--- src/rtl/irq_pkg.sv ---
// Shared definitions for the vectored interrupt controller: register offsets,
// source limits and the vector index type.
package irq_pkg;

   localparam int unsigned IRQ_MAX_SOURCES = 32;
   localparam logic [7:0]  IRQ_VEC_NONE    = 8'h80;

   typedef logic [4:0] irq_vec_t;

   // Register select decoded from address[4:2]; offsets 6 and 7 are unused.
   typedef enum logic [2:0] {
      REG_STATUS  = 3'd0,
      REG_ENABLE  = 3'd1,
      REG_MODE    = 3'd2,
      REG_PENDING = 3'd3,
      REG_VECTOR  = 3'd4,
      REG_ACK     = 3'd5
   } irq_reg_e;

endpackage

--- src/rtl/irq_priority_encoder.sv ---
// Combinational priority encoder: reports the lowest set request index.
module irq_priority_encoder
   import irq_pkg::*;
#(
   parameter int unsigned N = 16
) (
   input  logic [N-1:0] req,
   output irq_vec_t     idx,
   output logic         valid
);

   // Scan upward and keep the first hit so the lowest index wins.
   always_comb begin
      idx   = '0;
      valid = 1'b0;
      for (int unsigned i = 0; i < N; i++) begin
         if (req[i] && !valid) begin
            idx   = irq_vec_t'(i);
            valid = 1'b1;
         end
      end
   end

endmodule

--- src/rtl/vectored_irq_controller.sv ---
// Vectored interrupt controller: synchronises active-low sources, latches
// level/edge events into pending bits, and presents the lowest enabled
// pending source on the bus and the registered CPU IRQ line.
module vectored_irq_controller
   import irq_pkg::*;
#(
   parameter int unsigned NUM_SOURCES = 16
) (
   input  logic                   clk,
   input  logic                   reset_n,
   input  logic                   cs_n,
   input  logic                   phi2,
   input  logic                   write_enable,
   input  logic [4:0]             address,
   input  logic [7:0]             data_in,
   output logic [7:0]             data_out,
   input  logic [NUM_SOURCES-1:0] irq_sources_n,
   output logic                   irq_out_n
);

   logic [NUM_SOURCES-1:0] sync1_q, sync2_q, hist_q;
   logic [NUM_SOURCES-1:0] enable_q, mode_q, pending_q;
   logic [NUM_SOURCES-1:0] enable_d, mode_d, pending_d;
   logic [NUM_SOURCES-1:0] active, fall, armed;
   logic [NUM_SOURCES-1:0] lane_hit, wr_val, ack_hit, clr, mode_chg;
   logic [NUM_SOURCES-1:0] rd_src;
   logic [31:0]            rd_word;
   logic                   wr_strobe;
   logic [1:0]             lane;
   irq_reg_e               reg_sel;
   irq_vec_t               vec_idx;
   logic                   vec_valid;

   assign wr_strobe = !cs_n && write_enable && phi2;
   assign reg_sel   = irq_reg_e'(address[4:2]);
   assign lane      = address[1:0];

   assign active = ~sync2_q;
   // hist_q holds the previous sync2 value, so a 1->0 step of sync2 is an edge.
   assign fall   = hist_q & ~sync2_q;
   assign armed  = pending_q & enable_q;

   irq_priority_encoder #(.N(NUM_SOURCES)) u_prio (
      .req   (armed),
      .idx   (vec_idx),
      .valid (vec_valid)
   );

   // Per-source byte-lane select, write data bit and ACK index match.
   always_comb begin
      lane_hit = '0;
      wr_val   = '0;
      ack_hit  = '0;
      for (int unsigned i = 0; i < NUM_SOURCES; i++) begin
         lane_hit[i] = (i[4:3] == lane);
         wr_val[i]   = data_in[i[2:0]];
         ack_hit[i]  = (data_in[4:0] == i[4:0]);
      end
   end

   // Register-file next state: bus writes, clears and pending update rules.
   always_comb begin
      enable_d  = enable_q;
      mode_d    = mode_q;
      clr       = '0;
      pending_d = '0;
      if (wr_strobe) begin
         case (reg_sel)
            REG_ENABLE:  enable_d = (enable_q & ~lane_hit) | (wr_val & lane_hit);
            REG_MODE:    mode_d   = (mode_q & ~lane_hit) | (wr_val & lane_hit);
            REG_PENDING: clr      = lane_hit & wr_val;
            REG_ACK:     clr      = ack_hit;
            default:     ;
         endcase
      end
      mode_chg = mode_d ^ mode_q;
      for (int unsigned i = 0; i < NUM_SOURCES; i++) begin
         if (mode_chg[i])
            pending_d[i] = 1'b0;
         else if (!mode_q[i])
            pending_d[i] = active[i];
         else
            pending_d[i] = fall[i] | (pending_q[i] & ~clr[i]);
      end
   end

   // Read mux: pick the register, zero-extend to 32 bits, select the byte lane.
   always_comb begin
      rd_src  = '0;
      rd_word = '0;
      case (reg_sel)
         REG_STATUS:  rd_src = active;
         REG_ENABLE:  rd_src = enable_q;
         REG_MODE:    rd_src = mode_q;
         REG_PENDING: rd_src = pending_q;
         default:     rd_src = '0;
      endcase
      rd_word[NUM_SOURCES-1:0] = rd_src;
      case (lane)
         2'd0:    data_out = rd_word[7:0];
         2'd1:    data_out = rd_word[15:8];
         2'd2:    data_out = rd_word[23:16];
         default: data_out = rd_word[31:24];
      endcase
      if (reg_sel == REG_VECTOR)
         data_out = vec_valid ? {3'b000, vec_idx} : IRQ_VEC_NONE;
   end

   // State registers with synchronous active-low reset.
   always_ff @(posedge clk) begin
      if (!reset_n) begin
         sync1_q   <= '1;
         sync2_q   <= '1;
         hist_q    <= '1;
         enable_q  <= '0;
         mode_q    <= '0;
         pending_q <= '0;
         irq_out_n <= 1'b1;
      end else begin
         sync1_q   <= irq_sources_n;
         sync2_q   <= sync1_q;
         hist_q    <= sync2_q;
         enable_q  <= enable_d;
         mode_q    <= mode_d;
         pending_q <= pending_d;
         irq_out_n <= ~|armed;
      end
   end

endmodule

--- config.mk ---
export PLATFORM = sky130hd
export DESIGN_NAME = vectored_irq_controller
export DESIGN_NICKNAME = d
export VERILOG_FILES = /design/src/rtl/irq_pkg.sv /design/src/rtl/irq_priority_encoder.sv /design/src/rtl/vectored_irq_controller.sv
export SDC_FILE = /design/constraint.sdc
export NUM_CORES = 1
export LEC_CHECK = 0
export ABC_AREA = 1
export CAP_MARGIN = 20
export CORE_UTILIZATION = 63
export CTS_CLUSTER_DIAMETER = 30
export DETAILED_ROUTE_END_ITERATION = 12
export PLACE_DENSITY = 0.86
export SYNTH_ARGS = -nofsm -noshare
export SYNTH_HDL_FRONTEND = slang
export SYNTH_HIERARCHICAL = 1
export SYNTH_SLANG_ARGS = --single-unit
--- constraint.sdc ---
create_clock -name clk -period 3.2 [get_ports clk]
set_clock_uncertainty 0.1 [all_clocks]
set_input_delay 0.64 -clock clk [delete_from_list [all_inputs] [get_ports clk]]
set_output_delay 0.64 -clock clk [all_outputs]
set_load 0.005 [all_outputs]
==> results of run 1 <==
-- repair_timing --
action	in CTS	in global routing
pin swaps	7	11
endpoints found under the hold margin	0	0
hold buffers	0	0
setup buffers	15	7
setup endpoints to repair	8	5
resized for setup	26	27
-- synth_stat cells (5+ instances only) --
library cell  number  area (um2)
o21ai_0           31         155
dfxtp_1           97        1940
nand2_1          223         837
clkbuf_1           9        33.8
nand4_1           42         263
nor2_2             5        31.3
o22ai_1           16         100
nand3_1           42         210
or2_2             32         200
buf_2             13        65.1
a21oi_1           48         240
inv_1            107         402
nor2_1            40         150
buf_4              7        52.6
-- layout make-up --
| type | instances | area [um2] |
|---|---|---|
| inverters | 114 | 435 |
| multi-input cells | 516 | 2600 |
| flip-flops and latches | 97 | 1950 |
| clock buffers | 9 | 124 |
| repair buffers | 101 | 842 |
| well taps | 102 | 128 |
| fillers | 593 | 1660 |
| clock inverters | 6 | 63.8 |
-- power breakdown --
group	switching (mW)	total, mW	leakage (nW)	internal, mW
clock network	0.459	0.758	0.0925	0.300
registers	0.0136	1.25	0.797	1.24
logic	0.140	0.238	1.92	0.0976
total	0.613	2.25	2.81	1.63
-- final timing paths --
| path | to | slack [ns] | cells past startpoint |
|---|---|---|---|
| setup / recovery | data_out[3] | 0.06 | 16 |
| hold / removal | sync2_q[10] | 0.32 | 1 |
| setup reg to reg | irq_out_n | 2.10 | 6 |
| hold reg to reg | sync2_q[10] | 0.32 | 1 |
-- kinds of logic after synthesis --
| group | share of synthesized area |
|---|---|
| AND/OR/NAND/NOR | 0.381 |
| buffers and inverters | 0.124 |
| flip-flops | 0.379 |
| other | 0.000732 |
| AO/OA/AOI/OAI | 0.115 |
-- routing by layer --
| layer | share of wire | global-route usage | vias up | wire (um) |
|---|---|---|---|---|
| met5 | 0 | 0 | - | 0 |
| met4 | 0.035 | 0.135 | 0 | 537 |
| met3 | 0.097 | 0.0688 | 54 | 1480 |
| met2 | 0.48 | 0.645 | 307 | 7310 |
| met1 | 0.39 | 0.463 | 2455 | 5890 |
| li1 | - | - | 2592 | - |
-- cells in the final DEF (no fill, tap or decap), drive strengths merged --
cell / synthesis / layout
o22ai: 16 / 16
a41oi: 1 / 1
and3: 1 / 1
a41o: 1 / 1
clkbuf: 9 / 12
nand4: 44 / 44
a21oi: 48 / 48
a211oi: 3 / 3
or2: 32 / 32
inv: 111 / 114
clkinvlp: 0 / 1
clkdlybuf4s50: 0 / 34
o21bai: 4 / 4
buf: 25 / 61
nand3: 48 / 48
dfxtp: 97 / 97
clkinv: 3 / 5
nand3b: 2 / 2
dlygate4sd2: 0 / 3
o21ai: 33 / 33
nor4: 1 / 1
conb: 1 / 1
nor2: 49 / 49
nand2: 227 / 227
o221ai: 1 / 1
nor3: 4 / 4
-- worst max-delay path: stages (launching register included) --
cell and delay, ns:
dfxtp_2 0.34, nand2_2 0.09, inv_2 0.07, nor2_4 0.15
nand3_4 0.10, nor2_4 0.12, nand4_4 0.11, nor2_4 0.13
nand4_4 0.10, nor2_4 0.11, nand3b_1 0.13, inv_2 0.11
nor4_4 0.05, buf_4 0.14, nand2_1 0.05, nand3_1 0.08
buf_2 0.14
==> metrics.txt, run 1 <==
Synth Register Bits between 90 and 100; cell count after synthesis between 700 and 800; largest fanout on the critical path 4; outcome complete, no violations; Syn Area/Cell about 6.7 um2; first-pass GRT wire length 24800 um; final slew viol count 0; VDD IR-drop max about 0.37 mV; DP Area about 5800 um2; P&R area growth vs syn 20.1%; largest net degree at the start of global routing 34; period utilisation layout 0.980; DR vias between 5000 and 6000; sequential share of the synthesized area 0.379; routed vias/inst ~5.7; initial drt markers 462; Initial Util 0.656; setup violators final 0; Setup Total Neg Slack 0 ns; Max-Slew Margin vs Limit 0.602; Inst Count DP about 900; Skew-Pair Late Insertion Delay 0.37 ns; Post-synth EDFFs 0; Sink Count 97; layout cell share with drive strength beyond 1 0.193; Pwr Total 2.25 mW; # IOs between 40 and 50; Hold Crit Class register to register; pre-CTS setup slack -0.103 ns; Cell Count, Final, Fillers Out approximately 950; die span in x approximately 92 um; # DRC 0; Tightest Pin Transition 0.596 ns; 1st-pass router iterations 7; # Max-Cap Violations 0; dominant synthesized flop cell dfxtp_1; Post-synth ARST share 0; Min Hold Slack about 0.32 ns; min Tclk post-route around 3.1 ns; area of all placed cells without fillers a little over 6000 um2; Power Density 365 nW/um2; clock slew at reported path FFs 0.10 ns; CP Capture Type output pin; total grt overflow 0; Detail Route Antenna Nets 0; Max Freq ~320 MHz; final worst slack 0.0634 ns; antenna violations before repair 0; CTS tree built; Port Buf Inserts 42; Post-DP HPWL approximately 11000 um; worst setup path class register to output pin; Total Routing Usage GR 0.374; Leak approximately 2.8 nW; nets around 870; CTS Buf Count 9; Clock Tree Buf Depth 2; Row Count 32; Yosys cell types 37; vias in the first global route around 5200; Die Y ~92 um; Ant. Diodes 0; clk root buf clkbuf_8; synthesized area approximately 5100 um2; startpoint class of the critical path register; Worst EP arrival ~2.4 ns; final WL around 15000 um; routed length per instance around 16 um; YS warnings 6; die area 8490 um2; final hold violation count 0; fin util 0.788; Core Region between 7000 and 8000 um2; H-tree depth 3; gpl congestion ~0.96; syn_nets a little under 800; HP Start sync1_q[10]; CP Data Required Time 2.46 ns
(Power assumes the default switching activity.)
==> inputs of run 2 (changes only) <==
Settings changed: PLACE_DENSITY 0.86 to 0.95.
==> metrics.txt, run 2 (same netlist as run 1, synthesis figures left out) <==
min Tclk post-route around 3.2 ns; # DRC 0; Power Density 368 nW/um2; die span in x 92.2 um; DP Area 5710 um2; Max Used Layer met4; # Max-Cap Violations 0; vias in the first global route roughly 5500; worst setup path class register to output pin; Core Region 7810 um2; Comb pwr share 0.107; Switch Pwr approximately 600 uW; CTS tree built; final hold violation count 0; clock slew at reported path FFs about 0.10 ns; outcome complete, no violations; Sink Count 97; largest fanout on the critical path 3; CTS Buf Count 9; setup violators final 0; Leak about 2.8 nW; Hold Crit Class register to register; Skew-Pair Late Insertion Delay 0.37 ns; first-pass GRT wire length approximately 25000 um; area of all placed cells without fillers just over 6000 um2; largest net degree at the start of global routing 34; flop-to-flop setup slack between 2 and 2.5 ns; Max-Slew Margin vs Limit 0.597; Setup Total Neg Slack 0 ns; Max Freq roughly 320 MHz; Min Hold Slack between 0.3 and 0.4 ns; Row Count 32; DR vias approximately 5600; Ant. Diodes 0; hold endpoint sync2_q[9]; CP Data Required Time between 2 and 2.5 ns; # IOs 43; startpoint class of the critical path register; final worst slack between 0.04 and 0.05 ns; nets around 870; period utilisation layout 0.987; r2r worst-path depth 3; net switching fraction of the power 0.268; clk root buf clkbuf_8; Internal around 1.6 mW; gpl congestion 0.973; Clk network pwr share 0.336; Worst R2R End pending_q[14]; Tightest Pin Transition between 0.6 and 0.7 ns; HP Start sync1_q[9]; final slew viol count 0; P&R area growth vs syn 19.2%; pre-CTS setup slack -0.133 ns; VDD IR-drop max 0.307 mV; Die Y 92.2 um; sequential power share 0.557; 1st-pass router iterations 6; Post-DP HPWL approximately 11000 um; met1 wire length 5670 um; Port Buf Inserts 42; CTS Hold Bufs 0; total grt overflow 0; layout cell share with drive strength beyond 1 0.185; most frequent cells in the layout 217 x nand2_1, 102 x inv_1, 89 x dfxtp_1, 51 x buf_4, 47 x a21oi_1; metal2 WL 7540 um; antenna violations before repair 0; Initial Util 0.656; WL met3 1590 um; most common cell after layout, fill and taps aside nand2_1; Clock Tree Buf Depth 2; Detail Route Antenna Nets 0; routed length per instance 16.7 um; fin util 0.782; Worst EP arrival around 2.4 ns; H-tree depth 3; routed vias/inst 5.94; final WL about 16000 um; initial drt markers approximately 600; hold depth 1; Total Routing Usage GR 0.381; reg-to-reg startpoint mode_q[14]; die area about 8500 um2; CP Capture Type output pin
run 2: changes by cell type in the layout (fill, tap and decap cells not counted), sizes merged:
cell	change
dlygate4sd2	-2
dlymetal6s2s	+2
buf	-7
clkdlybuf4s15	+2
inv	-1
run 2: timing repair:
item / in CTS / in global routing
gates resized for setup: 28 / 21
hold endpoints to repair: 0 / 0
setup buffers: 17 / 5
gates cloned: 0 / 0
setup endpoints to repair: 8 / 8
pin swaps: 9 / 11
run 2: critical path: stages, from the launching register on:
cell,delay (ns)
dfxtp_2,0.34
nand2_2,0.09
inv_2,0.06
nor2_4,0.12
nand3_2,0.11
nor2_4,0.13
nand4_4,0.11
nor2_4,0.13
nand4_4,0.10
nor2_4,0.10
nand3b_1,0.11
inv_2,0.09
nor4_2,0.04
nand2_1,0.09
nand3_1,0.16
clkdlybuf4s15_1,0.26
run 2: how the worst max path moves through the flow:
stage	cells past startpoint	from	end
floorplan	14	pending_q[3]	data_out[1]
global placement	9	address[2]	data_out[1]
detailed placement	9	address[3]	data_out[1]
CTS	16	pending_q[2]	data_out[0]
global route	15	pending_q[3]	data_out[1]
finish	15	register	data_out[1]
run 2: routing by layer:
metal / track usage / up-vias
li1: - / 2572
met1: 0.450 / 2510
met2: 0.657 / 393
met3: 0.0638 / 100
met4: 0.208 / 0
met5: 0 / -
run 2: layout make-up:
class	count	area [um2]
inverters	114	438
flip-flops and latches	97	1950
clock buffers	11	141
well taps	102	128
clock inverters	5	38.8
multi-input cells	516	2590
repair buffers	94	813
fillers	563	1700
run 2: power groups by stage:
stage / registers, mW / logic (mW) / clock network, mW
2_1_floorplan: 1.27 / 0.126 / 0
3_3_place_gp: 1.28 / 0.214 / 0
3_5_place_dp: 1.28 / 0.223 / 0
4_1_cts: 1.25 / 0.230 / 0.752
5_1_grt: 1.25 / 0.255 / 0.805
6_report: 1.25 / 0.241 / 0.755
run 2: stage by stage:
stage,std cells,power [mW]
4_1_cts,934,2.23
3_5_place_dp,901,1.50
3_3_place_gp,901,1.49
6_report,939,2.25
2_1_floorplan,761,1.40
5_1_grt,939,2.31
==> inputs of run 3 (changes only) <==
Settings changed: GPL_TIMING_DRIVEN set to 1.
==> results of run 3 <==
The final DEF is identical to that of run 2; final timing and power are the same.
